File: config.mk
export PLATFORM = sky130hd
export DESIGN_NAME = hazard_ctrl
export DESIGN_NICKNAME = d
export VERILOG_FILES = /design/src/rtl/core_pkg.sv /design/src/rtl/hazard_ctrl_fwd.sv /design/src/rtl/hazard_ctrl.sv
export SDC_FILE = /design/constraint.sdc
export NUM_CORES = 1
export LEC_CHECK = 0
export CORE_MARGIN = 10
export CORE_UTILIZATION = 37
export CTS_CLUSTER_DIAMETER = 50
export CTS_CLUSTER_SIZE = 16
export DETAILED_ROUTE_END_ITERATION = 16
export DONT_BUFFER_PORTS = 1
export GPL_TIMING_DRIVEN = 0
export HOLD_SLACK_MARGIN = 0.12
export PLACE_DENSITY = 0.56
export SLEW_MARGIN = 5
export SYNTH_ARGS = -nofsm -noshare
export SYNTH_HDL_FRONTEND = slang
export SYNTH_SLANG_ARGS = --single-unit
File: constraint.sdc
create_clock -name clk -period 3 [get_ports clk]
set_input_delay 0.3 -clock clk [delete_from_list [all_inputs] [get_ports clk]]
set_output_delay 0.3 -clock clk [all_outputs]
set_load 0.02 [all_outputs]
File: src/rtl/core_pkg.sv
// ---------------------------------------------------------------------------
// core_pkg
// Shared definitions for the RV32I pipeline control logic.
//   - hz_state_t  : hazard controller FSM states (RUN, MEM_WAIT, MEM_ERR)
//   - FWD_*       : EX-stage ALU operand forwarding selects
//   - RESULT_LOAD : ResultSrc encoding that marks a load instruction
//   - REG_W       : register-index width
//   - WAIT_W      : width of the memory wait counter
// ---------------------------------------------------------------------------
package core_pkg;

  localparam int REG_W  = 5;
  localparam int WAIT_W = 8;

  localparam logic [1:0] FWD_RF  = 2'b00;
  localparam logic [1:0] FWD_WB  = 2'b01;
  localparam logic [1:0] FWD_MEM = 2'b10;

  localparam logic [1:0] RESULT_LOAD = 2'b01;

  typedef enum logic [1:0] {
    RUN      = 2'b00,
    MEM_WAIT = 2'b01,
    MEM_ERR  = 2'b10
  } hz_state_t;

  // True when a producer in a later stage writes a real (non-x0) register
  // that matches the requested source register.
  function automatic logic reg_match(input logic             wr_en,
                                     input logic [REG_W-1:0] rd,
                                     input logic [REG_W-1:0] rs);
    return wr_en && (rd != '0) && (rs == rd);
  endfunction

endpackage

File: src/rtl/hazard_ctrl_fwd.sv
// ---------------------------------------------------------------------------
// fwd_unit
// Combinational forwarding select for one EX-stage ALU operand.
// Ports:
//   rs           in  5  source register of the operand in EX
//   rd_m, rd_w   in  5  destination registers in MEM and WB
//   reg_write_m  in  1  MEM stage writes the register file
//   reg_write_w  in  1  WB stage writes the register file
//   fwd          out 2  FWD_MEM / FWD_WB / FWD_RF
// ---------------------------------------------------------------------------
module fwd_unit
  import core_pkg::*;
(
  input  logic [REG_W-1:0] rs,
  input  logic [REG_W-1:0] rd_m,
  input  logic [REG_W-1:0] rd_w,
  input  logic             reg_write_m,
  input  logic             reg_write_w,
  output logic [1:0]       fwd
);

  // MEM holds the younger result, so it wins over WB when both match.
  always_comb begin
    fwd = FWD_RF;
    if (reg_match(reg_write_m, rd_m, rs)) begin
      fwd = FWD_MEM;
    end else if (reg_match(reg_write_w, rd_w, rs)) begin
      fwd = FWD_WB;
    end
  end

endmodule

File: src/rtl/hazard_ctrl.sv
// ---------------------------------------------------------------------------
// hazard_ctrl
// Pipeline controller for the 5-stage RV32I core: load-use stalls, branch
// flushes, EX-stage forwarding and a freeze FSM for slow data-memory
// accesses with a timeout into a sticky error state.
//
// Optional feature macro: HAZARD_PERF_EN (performance counters). When it is
// not defined the counter ports stay but are tied to zero.
//
// Parameters:
//   MEM_TIMEOUT  max consecutive MEM_WAIT cycles before MEM_ERR (1..255)
//   CNT_W        performance counter width
// Ports:
//   clk, reset                         clock, synchronous active-high reset
//   Rs1D, Rs2D                         source registers in ID
//   Rs1E, Rs2E, RdE                    source/dest registers in EX
//   ResultSrcE                         2'b01 = load in EX
//   PCSrcE                             taken branch/jump resolved in EX
//   RdM, RdW, RegWriteM, RegWriteW     MEM/WB destination and write enable
//   MemReqM, MemReadyM                 data-memory request / completion
//   StallF, StallD, StallE, StallM     hold PC / IF-ID / ID-EX / EX-MEM
//   FlushD, FlushE, FlushW             clear IF-ID / ID-EX / MEM-WB
//   ForwardAE, ForwardBE               ALU operand select (00 RF,01 WB,10 MEM)
//   MemErr                             sticky memory-timeout flag
//   StallCycles, FlushEvents,
//   MemWaitCycles                      performance counters
// ---------------------------------------------------------------------------
module hazard_ctrl
  import core_pkg::*;
#(
  parameter int MEM_TIMEOUT = 16,
  parameter int CNT_W       = 32
) (
  input  logic             clk,
  input  logic             reset,
  input  logic [REG_W-1:0] Rs1D,
  input  logic [REG_W-1:0] Rs2D,
  input  logic [REG_W-1:0] Rs1E,
  input  logic [REG_W-1:0] Rs2E,
  input  logic [REG_W-1:0] RdE,
  input  logic [1:0]       ResultSrcE,
  input  logic             PCSrcE,
  input  logic [REG_W-1:0] RdM,
  input  logic [REG_W-1:0] RdW,
  input  logic             RegWriteM,
  input  logic             RegWriteW,
  input  logic             MemReqM,
  input  logic             MemReadyM,
  output logic             StallF,
  output logic             StallD,
  output logic             StallE,
  output logic             StallM,
  output logic             FlushD,
  output logic             FlushE,
  output logic             FlushW,
  output logic [1:0]       ForwardAE,
  output logic [1:0]       ForwardBE,
  output logic             MemErr,
  output logic [CNT_W-1:0] StallCycles,
  output logic [CNT_W-1:0] FlushEvents,
  output logic [CNT_W-1:0] MemWaitCycles
);

  localparam logic [WAIT_W-1:0] TIMEOUT_CNT = WAIT_W'(MEM_TIMEOUT);

  hz_state_t         state, state_next;
  logic [WAIT_W-1:0] wcnt, wcnt_next;
  logic              mem_err;
  logic              set_err;
  logic              freeze;
  logic              lw_stall;
  logic [1:0]        fwd_a, fwd_b;

  fwd_unit u_fwd_a (
    .rs          (Rs1E),
    .rd_m        (RdM),
    .rd_w        (RdW),
    .reg_write_m (RegWriteM),
    .reg_write_w (RegWriteW),
    .fwd         (fwd_a)
  );

  fwd_unit u_fwd_b (
    .rs          (Rs2E),
    .rd_m        (RdM),
    .rd_w        (RdW),
    .reg_write_m (RegWriteM),
    .reg_write_w (RegWriteW),
    .fwd         (fwd_b)
  );

  always_ff @(posedge clk) begin
    if (reset) begin
      state   <= RUN;
      wcnt    <= '0;
      mem_err <= 1'b0;
    end else begin
      state <= state_next;
      wcnt  <= wcnt_next;
      if (set_err) begin
        mem_err <= 1'b1;
      end
    end
  end

  // A load in EX whose destination is read by the instruction in ID.
  always_comb begin
    lw_stall = (ResultSrcE == RESULT_LOAD) && (RdE != '0) &&
               ((Rs1D == RdE) || (Rs2D == RdE));
  end

  // Freeze is Mealy: the very first cycle of a slow access already holds
  // the pipeline, before the FSM has moved to MEM_WAIT. A ready that
  // coincides with the timeout cycle completes the access normally.
  always_comb begin
    state_next = state;
    wcnt_next  = wcnt;
    set_err    = 1'b0;
    freeze     = 1'b0;
    case (state)
      RUN: begin
        if (MemReqM && !MemReadyM) begin
          freeze     = 1'b1;
          state_next = MEM_WAIT;
          wcnt_next  = WAIT_W'(1);
        end
      end
      MEM_WAIT: begin
        if (MemReadyM) begin
          state_next = RUN;
          wcnt_next  = '0;
        end else begin
          freeze = 1'b1;
          if (wcnt == TIMEOUT_CNT) begin
            state_next = MEM_ERR;
            set_err    = 1'b1;
          end else begin
            wcnt_next = wcnt + WAIT_W'(1);
          end
        end
      end
      MEM_ERR: begin
        state_next = MEM_ERR;
      end
      default: begin
        state_next = RUN;
        wcnt_next  = '0;
      end
    endcase
    if (reset) begin
      freeze = 1'b0;
    end
  end

  // Reset forces a clean pipeline; the error state keeps the front end
  // parked and keeps bubbles flowing into EX and WB. While frozen, a pending
  // branch in EX is deliberately ignored so it resolves once the freeze ends.
  always_comb begin
    StallF    = 1'b0;
    StallD    = 1'b0;
    StallE    = 1'b0;
    StallM    = 1'b0;
    FlushD    = 1'b0;
    FlushE    = 1'b0;
    FlushW    = 1'b0;
    ForwardAE = fwd_a;
    ForwardBE = fwd_b;
    if (reset) begin
      FlushD    = 1'b1;
      FlushE    = 1'b1;
      FlushW    = 1'b1;
      ForwardAE = FWD_RF;
      ForwardBE = FWD_RF;
    end else if (state == MEM_ERR) begin
      StallF = 1'b1;
      StallD = 1'b1;
      FlushE = 1'b1;
      FlushW = 1'b1;
    end else if (freeze) begin
      StallF = 1'b1;
      StallD = 1'b1;
      StallE = 1'b1;
      StallM = 1'b1;
      FlushW = 1'b1;
    end else begin
      StallF = lw_stall;
      StallD = lw_stall;
      FlushD = PCSrcE;
      FlushE = lw_stall | PCSrcE;
    end
  end

  assign MemErr = mem_err;

`ifdef HAZARD_PERF_EN
  logic [CNT_W-1:0] stall_cnt, flush_cnt, wait_cnt;

  // Counters wrap naturally at 2^CNT_W; reset cycles are never counted.
  always_ff @(posedge clk) begin
    if (reset) begin
      stall_cnt <= '0;
      flush_cnt <= '0;
      wait_cnt  <= '0;
    end else begin
      if (StallF) begin
        stall_cnt <= stall_cnt + CNT_W'(1);
      end
      if (FlushE) begin
        flush_cnt <= flush_cnt + CNT_W'(1);
      end
      if (freeze) begin
        wait_cnt <= wait_cnt + CNT_W'(1);
      end
    end
  end

  assign StallCycles   = stall_cnt;
  assign FlushEvents   = flush_cnt;
  assign MemWaitCycles = wait_cnt;
`else
  assign StallCycles   = '0;
  assign FlushEvents   = '0;
  assign MemWaitCycles = '0;
`endif

endmodule

==> results of run 1 <==
-- final timing paths --
path	startpoint	to	depth (start not counted)
hold reg to reg	wcnt[7]$_SDFFE_PP0P_	wcnt[7]$_SDFFE_PP0P_	2
hold / removal	reset	state[0]$_SDFFE_PP0P_	2
setup / recovery	state[0]$_SDFFE_PP0P_	StallF	7
setup reg to reg	state[0]$_SDFFE_PP0P_	wcnt[5]$_SDFFE_PP0P_	5
-- state kept, by name, summed over array words and instances, names as in the netlist --
register,cells
MemErr,1
state,2
wcnt,8
-- worst max-delay path, delay by kind of cell, from the launching register on --
kind,cells,cell delay [ns]
flip-flops,1,0.33
AO/OA/AOI/OAI,1,0.46
buffers and inverters,3,0.63
AND/OR/NAND/NOR,3,0.63
-- per-layer routing --
| layer | share of wire | vias up | track usage |
|---|---|---|---|
| li1 | - | 790 | - |
| met1 | 0.30 | 588 | 0.0922 |
| met2 | 0.52 | 79 | 0.217 |
| met3 | 0.16 | 8 | 0.0931 |
| met4 | 0.016 | 0 | 0.0358 |
| met5 | 0 | - | 0 |
-- kinds of logic after synthesis --
kind of cell             after synthesis
flip-flops                            11
adder cells (fa/ha/maj)                2
XOR/XNOR                              31
AO/OA/AOI/OAI                         29
AND/OR/NAND/NOR                       54
buffers and inverters                107
other                                  1
-- power groups by stage --
| stage | Clock (mW) | Sequential (mW) | Combinational [mW] |
|---|---|---|---|
| floorplan | 0 | 0.153 | 0.274 |
| global placement | 0 | 0.153 | 0.285 |
| detailed placement | 0 | 0.153 | 0.286 |
| CTS | 0.157 | 0.150 | 0.286 |
| global route | 0.166 | 0.150 | 0.323 |
| finish | 0.152 | 0.150 | 0.297 |
-- cell type report --
cell class / instances / area (sq um)
fillers: 514 / 2440
plain buffers: 100 / 751
well taps: 67 / 83.8
inverters: 7 / 26.3
flip-flops and latches: 11 / 220
clock buffers: 4 / 45.0
multi-input cells: 212 / 1190
-- synth_stat cells --
library cell,instances
sky130_fd_sc_hd__and2b_2,1
sky130_fd_sc_hd__and3_1,3
sky130_fd_sc_hd__o221a_1,1
sky130_fd_sc_hd__o21ai_0,9
sky130_fd_sc_hd__ha_1,2
sky130_fd_sc_hd__or3b_4,1
sky130_fd_sc_hd__o32ai_4,1
sky130_fd_sc_hd__or4b_2,1
sky130_fd_sc_hd__nand3b_1,1
sky130_fd_sc_hd__nor3b_1,1
sky130_fd_sc_hd__a21o_1,1
sky130_fd_sc_hd__xor2_1,19
sky130_fd_sc_hd__buf_4,98
sky130_fd_sc_hd__nand4bb_2,1
sky130_fd_sc_hd__a22oi_1,1
sky130_fd_sc_hd__or3b_2,3
sky130_fd_sc_hd__nor2_1,9
sky130_fd_sc_hd__nor3b_2,1
sky130_fd_sc_hd__nor2b_1,1
sky130_fd_sc_hd__o31ai_1,1
sky130_fd_sc_hd__or3_1,1
sky130_fd_sc_hd__dfxtp_1,11
sky130_fd_sc_hd__inv_1,7
sky130_fd_sc_hd__xnor2_1,12
sky130_fd_sc_hd__buf_6,1
sky130_fd_sc_hd__nand3_1,5
sky130_fd_sc_hd__nor3_1,7
sky130_fd_sc_hd__nor4_1,3
sky130_fd_sc_hd__o2111ai_1,2
sky130_fd_sc_hd__a21oi_1,11
sky130_fd_sc_hd__nand2_1,4
sky130_fd_sc_hd__or4_1,5
sky130_fd_sc_hd__nor2_2,1
sky130_fd_sc_hd__conb_1,1
sky130_fd_sc_hd__o21ai_1,1
sky130_fd_sc_hd__o22ai_1,1
sky130_fd_sc_hd__clkbuf_1,1
sky130_fd_sc_hd__or3_2,5
==> flow_results.org, run 1 <==
** Status
- The run finished with clean final reports.

** Placement
- Detail Placement HPWL :: between 4000 and 5000 microns
- Port buffering added 0 buffers.
- Prior to clock tree synthesis, the placed netlist has a worst setup slack of 0.537 ns.
- Cells after DPL :: roughly 400
- Standard cell area after detailed placement :: 0.00227 sq mm
- The congestion estimate from routability-driven global placement came to around 0.76.

** STA
- Layout Skew :: 0.00332 ns
- Based on the critical path, the design can be clocked at up to 388 MHz.
- Setup TNS Final :: 0 ns
- In the finished design, the share of the clock period the worst path needs comes to 0.860.
- Minimum clock period :: 2.58 ns
- For the pin with the worst max-slew slack, the measured transition is ~1.1 ns.
- Final Hold Fails :: 0
- Pins over their slew limit :: 0
- Once routing completed, OpenROAD measured the worst setup slack at 0.420 ns.
- Final Setup Violations :: 0
- WHS :: between 0.3 and 0.4 ns
- Setup repair after global routing missed its margin :: false
- Worst-case headroom to the max-slew limit :: 0.283

** Setup path
- Cell mode on critical path :: sky130_fd_sc_hd__nor2_1
- Among all stages on the critical path, the largest delay is contributed by sky130_fd_sc_hd__or4_1.
- Data on the critical path is required at its endpoint by 2.70 ns.
- Type of element launching the critical path :: flop
- Longest individual stage delay on the worst path :: 0.48 ns
- The signal on the critical path passes through buf_6 -> nor2_1 -> or4_1 -> inv_1 -> nor2_1 -> o22ai_1 -> buf_4.
- Arrival @ worst endpoint :: between 2 and 2.5 ns
- Peak fanout along the critical path :: 10
- STA classifies the critical path endpoint as a primary output.
- Critical Setup Path Class :: reg2out
- Worst setup slack for register-to-register paths :: 1.23 ns

** Global route
- Across every metal layer, demand over resource in global routing totals 0.118.
- Via count of the first global-routing pass :: 1525
- Initial antenna violation count :: 0
- Overflow left after global routing :: 0
- Entering global routing, the biggest net connects 11 pins.
- Wire length of the first global-routing pass :: approximately 7900 microns

** Cells and area
- Fin util :: 0.487
- After routing the design area is 0.00231 sq mm.
- Commonest non-fill, non-tap cell in the layout :: sky130_fd_sc_hd__buf_4
- Post-Layout Cell Count :: between 400 and 500
- The repair_antennas step left the layout with diodes totalling 0.
- Layout overhead on the synthesized area :: 26.6%
- For this run, the post-layout net count is 381.
- Most frequent cells in the layout :: 98 x sky130_fd_sc_hd__buf_4, 96 x sky130_fd_sc_hd__conb_1, 19 x sky130_fd_sc_hd__xor2_1
- Layout cell share with drive strength beyond 1 :: 0.350

** Route
- For this run, the detailed router's first-pass iteration total came to 4.
- Routed wire per std cell :: 12.7 microns
- The count of nets left with antenna violations once routing finished came out at 0.
- The detailed router placed ~1500 vias in this run.
- Aggregate routed wire length :: 5080 microns
- Dividing the detail-routed via count by the number of cells gives 3.65.
- The first routing iteration left 36 violations.
- Post-route DRC :: 0

** Power and ir drop
- In this run the power density over the cells is 259 mW/mm^2.
- After layout, the design draws a total of 599 uW.
- IR analysis of the VDD net gives a maximum drop of between 0.0001 and 0.00015 V.
- Leakage :: 1.25 nW
- The share of total power dissipated in combinational logic is 0.495.
- Clock share of power :: 0.254
- Reported net switching power :: 233 uW
- Design internal power :: 367 uW
- The share of total power dissipated in sequential elements is 0.251.
- Switching power share of the total :: 0.388

** Floorplanning
- Number of ports placed on the die boundary :: between 150 and 200
- Area inside the core boundary :: ~0.0048 sq mm
- Area enclosed by the die boundary :: approximately 0.0082 sq mm
- Effective utilization at floorplan :: 0.384
- From bottom edge to top edge, the die measures 90.3 microns.
- Number of core rows :: 25
- Die Span X :: roughly 90 microns

** Logic synthesis
- After synthesis, the cell types taking the most area are sky130_fd_sc_hd__buf_4 40%, sky130_fd_sc_hd__dfxtp_1 12%, sky130_fd_sc_hd__xor2_1 9.1%.
- Cell taking the most area after synthesis :: sky130_fd_sc_hd__buf_4
- Of the total synthesized cell area, the portion taken by full adders, half adders and majority gates is 0.0137.
- Combinational family with the most area after synthesis :: buffers and inverters
- After synthesis the cells add up to 0.00183 sq mm.
- Of the total synthesized cell area, the portion taken by AND, OR, NAND and NOR gates is 0.186.
- Measured against the total synthesized area, the mux share comes to 0.
- Top cell type's share of synthesized area :: 0.402
- After synthesis, the mean cell area works out to 7.78 sq um.
- Synthesis handed over a netlist of between 200 and 250 instances.
- Fraction of the mapped netlist area in compound gates :: 0.104
- Flops & latches, synth :: 11
- The Yosys step of the flow raised 0 warnings.
- Of the total synthesized cell area, the portion taken by XOR and XNOR cells is 0.149.
- The share of the Yosys chip area taken by registers is 0.120.
- Number of distinct library cells after synthesis :: 38

** Clock network
- Inserted Clock Buffers :: 3
- Deepest clock path buffer count :: 2
- The later pin in the worst-skew pair is clocked with a latency of around 0.24 ns.
- Gates resized during post-CTS repair numbered 0.
- TritonCTS clock tree :: done
- Clock H-tree levels :: 1
- Buffer type at the clock tree root :: sky130_fd_sc_hd__clkbuf_8
- CTS clock-pin slew for the worst setup and hold paths :: about 0.050 ns
- Hold repair after CTS inserted 0 buffers.
- Number of setup buffers added after CTS :: 0
- CTS saw 11 sinks.

** Job
- Max-capacitance violation count :: 0

** Hold path
- Worst min path class :: in2reg
Note: power is estimated with default switching activity, not from simulation.
==> run 2, diff against run 1 <==
--- a/config.mk
+++ b/config.mk
@@ -5,6 +5,7 @@
 export SDC_FILE = /design/constraint.sdc
 export NUM_CORES = 1
 export LEC_CHECK = 0
+export ABC_AREA = 1
 export CORE_MARGIN = 10
 export CORE_UTILIZATION = 37
 export CTS_CLUSTER_DIAMETER = 50
@@ -13,7 +14,7 @@
 export DONT_BUFFER_PORTS = 1
 export GPL_TIMING_DRIVEN = 0
 export HOLD_SLACK_MARGIN = 0.12
-export PLACE_DENSITY = 0.56
+export PLACE_DENSITY = 0.58
 export SLEW_MARGIN = 5
 export SYNTH_ARGS = -nofsm -noshare
 export SYNTH_HDL_FRONTEND = slang
==> constraint.sdc (replaced) <==
create_clock -name clk -period 2.3 [get_ports clk]
set_input_delay 0.23 -clock clk [delete_from_list [all_inputs] [get_ports clk]]
set_output_delay 0.23 -clock clk [all_outputs]
set_load 0.02 [all_outputs]
==> flow_results.org, run 2 <==
** Status
- Status: finished, final reports clean (unchanged).

** Floorplanning
- The count of pins on the block boundary came to 152 (unchanged).
- The floorplan row count is 26 (was 25).
- The effective utilization at floorplan is 0.383 (was 0.384).
- The width of the chip came to 92.9 microns (was 90.3 microns).
- Area enclosed by the die boundary :: 0.00864 sq mm (was 0.00815 sq mm)
- The height of the chip was 92.9 microns (was 90.3 microns).
- The core region area was 0.00514 sq mm (was 0.00475 sq mm).

** Cells and area
- Antenna Diode Count :: 0 (unchanged)
- Number of nets in the final layout :: 455 (was 381)
- The share of layout cells above drive strength 1 is 0.299 (was 0.350).
- Layout overhead on the synthesized area :: 25.5% (was 26.6%)
- Most frequent cells in the layout :: 98 x sky130_fd_sc_hd__buf_4, 96 x sky130_fd_sc_hd__conb_1, 53 x sky130_fd_sc_hd__nand2_1 (was 98 x sky130_fd_sc_hd__buf_4, 96 x sky130_fd_sc_hd__conb_1, 19 x sky130_fd_sc_hd__xor2_1)
- Number of flip-flops in the largest register :: 8 (unchanged)
- The post-route cell area came to 0.00247 sq mm (was 0.00231 sq mm).
- The commonest non-fill, non-tap cell in the layout was sky130_fd_sc_hd__buf_4 (unchanged).
- Number of fill cells in the layout :: 551 (was 514)
- Post-Layout Cell Count :: 478 (was 401)
- Most flop-heavy register :: wcnt (unchanged)

** Route
- The detailed-route wire length per cell came to 11.3 microns (was 12.7 microns).
- The violation count after the first detailed-route iteration came to 83 (was 36).
- The first-pass iteration count of the detailed router was 4 (unchanged).
- Vias after detailed routing :: 1700 (was 1465)
- The antenna violation net count after detailed routing is 0 (unchanged).
- The mean number of vias per cell is 3.56 (was 3.65).
- The total wire length after detailed routing came to 5390 microns (was 5080 microns).
- The number of design rule violations left after detail routing was 0 (unchanged).

** Logic synthesis
- The count of distinct cell types in the synthesized netlist came to 34 (was 38).
- Prevailing post-synth register cell :: sky130_fd_sc_hd__dfxtp_1 (unchanged)
- Number of enable-type register cells in the synthesized netlist :: 0 (unchanged)
- Cell taking the most area after synthesis :: sky130_fd_sc_hd__buf_4 (unchanged)
- The most frequently used cell type in the post-synthesis netlist was sky130_fd_sc_hd__buf_4 (unchanged).
- Commonest cells in the netlist :: 98 x sky130_fd_sc_hd__buf_4, 53 x sky130_fd_sc_hd__nand2_1, 32 x sky130_fd_sc_hd__inv_1, 28 x sky130_fd_sc_hd__nor2_1, 17 x sky130_fd_sc_hd__nand3_1 (was 98 x sky130_fd_sc_hd__buf_4, 19 x sky130_fd_sc_hd__xor2_1, 12 x sky130_fd_sc_hd__xnor2_1, 11 x sky130_fd_sc_hd__a21oi_1, 11 x sky130_fd_sc_hd__dfxtp_1)
- Average cell area after synthesis :: 6.37 sq um (was 7.78 sq um)
- The number of warnings printed during yosys synthesis was 0 (unchanged).
- Top cell type's share of synthesized area :: 0.374 (was 0.402)
- Post-Synthesis Cell Area :: 0.00197 sq mm (was 0.00183 sq mm)
- The proportion of register bits with asynchronous set or reset after synthesis came to 0 (unchanged).
- Sequential-to-total area share from yosys stat :: 0.112 (was 0.120)
- The register bit total from synthesis was 11 (unchanged).
- Post-Synthesis Cells :: 309 (was 235)
- Top cells by area in the synthesized netlist: sky130_fd_sc_hd__buf_4 37%, sky130_fd_sc_hd__dfxtp_1 11%, sky130_fd_sc_hd__nand2_1 10% (was sky130_fd_sc_hd__buf_4 40%, sky130_fd_sc_hd__dfxtp_1 12%, sky130_fd_sc_hd__xor2_1 9.1%).

** Hold path
- The path type of the worst min-delay path is in2reg (unchanged).
- Launch instance of the worst min-delay path :: MemReadyM (was reset)
- Sink of the worst hold path :: state[0]$_SDFFE_PP0P_ (unchanged)
- Hold Path Stages :: 3 (was 2)

** Setup path
- The category of the worst setup path capture point was a primary output (unchanged).
- CP Cell Sequence :: nand2_2 -> nor2_4 -> inv_2 -> a21oi_4 -> nor2_1 -> a21oi_4 -> buf_4 (was buf_6 -> nor2_1 -> or4_1 -> inv_1 -> nor2_1 -> o22ai_1 -> buf_4)
- Worst setup slack for register-to-register paths :: 0.84 ns (was 1.23 ns)
- The kind of start point of the critical path is a flop (unchanged).
- The data required time at the worst endpoint was 2.07 ns (was 2.70 ns).
- The number of cells on the worst reg-to-reg path came to 8 (was 5).
- Endpoint of the lowest-slack register-to-register path :: wcnt[1]$_SDFFE_PP0P_ (was wcnt[5]$_SDFFE_PP0P_)
- Crit. path cell count :: 7 (unchanged)
- The biggest fanout along the worst timing path came to 4 (was 10).
- Critical Setup Path Class :: reg2out (unchanged)
- The buffers plus inverters on the worst setup path came to 2 (was 3).
- Max stage delay cell, worst path :: sky130_fd_sc_hd__dfxtp_1 (was sky130_fd_sc_hd__or4_1)
- Category of cells accounting for the largest share of critical-path delay :: compound AO/OA/AOI/OAI gates (was buffers and inverters)
- Cell mode on critical path :: sky130_fd_sc_hd__a21oi_4 (was sky130_fd_sc_hd__nor2_1)
- The maximum cell stage delay along the critical path came to 0.39 ns (was 0.48 ns).
- Arrival @ worst endpoint :: 1.90 ns (was 2.28 ns)
- Reg2Reg Launch Point :: wcnt[0]$_SDFFE_PP0P_ (was state[0]$_SDFFE_PP0P_)

** Global route
- The remaining global-route overflow is 0 (unchanged).
- Wire length of the first global-routing pass :: 8580 microns (was 7940 microns)
- Pin count of the biggest net entering global routing :: 11 (unchanged)
- Total routing resource utilization after global routing :: 0.121 (was 0.118)
- Via count of the first global-routing pass :: 1670 (was 1525)
- The initial antenna violation count is 0 (unchanged).

** Placement
- The number of buffers added on ports was 0 (unchanged).
- Detail Placement HPWL :: 4970 microns (was 4670 microns)
- Cells after DPL :: 474 (was 397)
- Standard cell area after detailed placement :: 0.00241 sq mm (was 0.00227 sq mm)
- The last weighted congestion value of the routability-driven placer came to 0.819 (was 0.761).

** Job
- The total of max-cap violations came to 0 (unchanged).

** STA
- The final hold slack was 0.191 ns (was 0.325 ns).
- Setup repair after global routing missed its margin :: false (unchanged)
- Highest clock rate :: roughly 470 MHz
- Layout Skew :: 0.00275 ns (was 0.00332 ns)
- Post-route fraction of the period consumed by the critical path :: 0.928
- The setup-violating endpoint count in the final report was 0 (unchanged).
- The slew at the pin with the worst max-slew slack came to 0.652 ns (was 1.07 ns).
- Minimum clock period :: 2.13 ns
- The final-report hold violation count is 0 (unchanged).
- Setup TNS Final :: 0 ns (unchanged)
- Pins over their slew limit :: 0 (unchanged)
- The worst max-slew margin expressed relative to the limit is 0.565 (was 0.283).

** Clock network
- The maximum clock path buffer count was 2 (unchanged).
- Inserted Clock Buffers :: 3 (unchanged)
- TritonCTS clock tree :: done (unchanged)
- The hold buffer count at cts is 0 (unchanged).
- Clock H-tree levels :: 1 (unchanged)
- Buffer type at the clock tree root :: sky130_fd_sc_hd__clkbuf_8 (unchanged)
- Number of clock sinks seen by CTS :: 11 (unchanged)
- CTS clock-pin slew for the worst setup and hold paths :: 0.05 ns (about the same)
- The clock latency of the later-clocked register in the worst-skew pair was 0.24 ns (about the same).

** Power and ir drop
- The sum of internal, switching and leakage power was 810 uW (was 599 uW).
- PwrDens :: 328 mW/mm^2 (was 259 mW/mm^2)
- Max IR drop VDD :: 0.000214 V (was 0.000110 V)
- The leakage power total is 1.50 nW (was 1.25 nW).
run 2: worst reg2reg max path, stage by stage (launching register included):
cell                      delay [ns]
sky130_fd_sc_hd__dfxtp_1        0.34
sky130_fd_sc_hd__inv_1          0.07
sky130_fd_sc_hd__ha_1           0.13
sky130_fd_sc_hd__nor3b_2        0.22
sky130_fd_sc_hd__nand3_2        0.20
sky130_fd_sc_hd__nand2_4        0.18
sky130_fd_sc_hd__nand2_1        0.06
sky130_fd_sc_hd__o21ai_1        0.07
sky130_fd_sc_hd__nor2_1         0.05
run 2: layout make-up:
class | instances | area, sq um | share of cell area
buffer | 100 | 744 | 0.301
clock inverter | 1 | 5.00 | 0.00203
inverter | 36 | 135 | 0.0547
tap | 70 | 87.6 | 0.0355
multi-input combinational | 257 | 1240 | 0.501
sequential | 11 | 220 | 0.0892
clock buffer | 3 | 41.3 | 0.0167
run 2: cell families after synthesis:
group           after synthesis  share of synthesized area
buf+inv                     136                      0.447
simple gates                118                      0.271
compound gates               24                     0.0795
xor+xnor                     17                     0.0757
flops                        11                      0.112
fa+ha+maj                     2                     0.0127
other cells                   1                    0.00191
run 2: worst max-delay path by stage:
stage	start	to	slack, ns
2_1_floorplan	state[1]$_SDFFE_PP0P_	StallF	0.43
3_3_place_gp	state[1]$_SDFFE_PP0P_	StallF	0.16
3_5_place_dp	state[1]$_SDFFE_PP0P_	StallF	0.15
4_1_cts	state[0]$_SDFFE_PP0P_	StallF	0.08
5_1_grt	state[0]$_SDFFE_PP0P_	StallF	0.04
6_report	state[0]$_SDFFE_PP0P_	StallF	0.17
run 2: what timing repair did:
action / 4_1_cts / 5_1_grt
gates resized for setup: 1 / 1
buffers inserted: 0 / 0
endpoints found under the setup margin: 1 / 1
run 2: stage by stage:
stage                     utilization  worst slack [ns]
final                           0.481             0.166
after global routing            0.481            0.0422
after CTS                       0.479            0.0820
after detailed placement        0.469             0.152
after global placement          0.469             0.162
after floorplan                     -             0.432
run 2: where the power goes:
part / total, mW / internal [mW] / switching (mW) / leakage (nW)
sequential: 0.199 / 0.195 / 0.00455 / 0.0891
combinational: 0.416 / 0.165 / 0.251 / 1.38
clock: 0.194 / 0.119 / 0.0748 / 0.0255
total: 0.810 / 0.479 / 0.331 / 1.50
run 2: routing by layer:
metal / routed length [microns] / vias to the layer above / GRT usage
met5: 0 / - / 0
met4: 18 / 0 / 0.0116
met2: 2710 / 78 / 0.213
met1: 1800 / 656 / 0.116
li1: - / 964 / -
met3: 861 / 2 / 0.0904
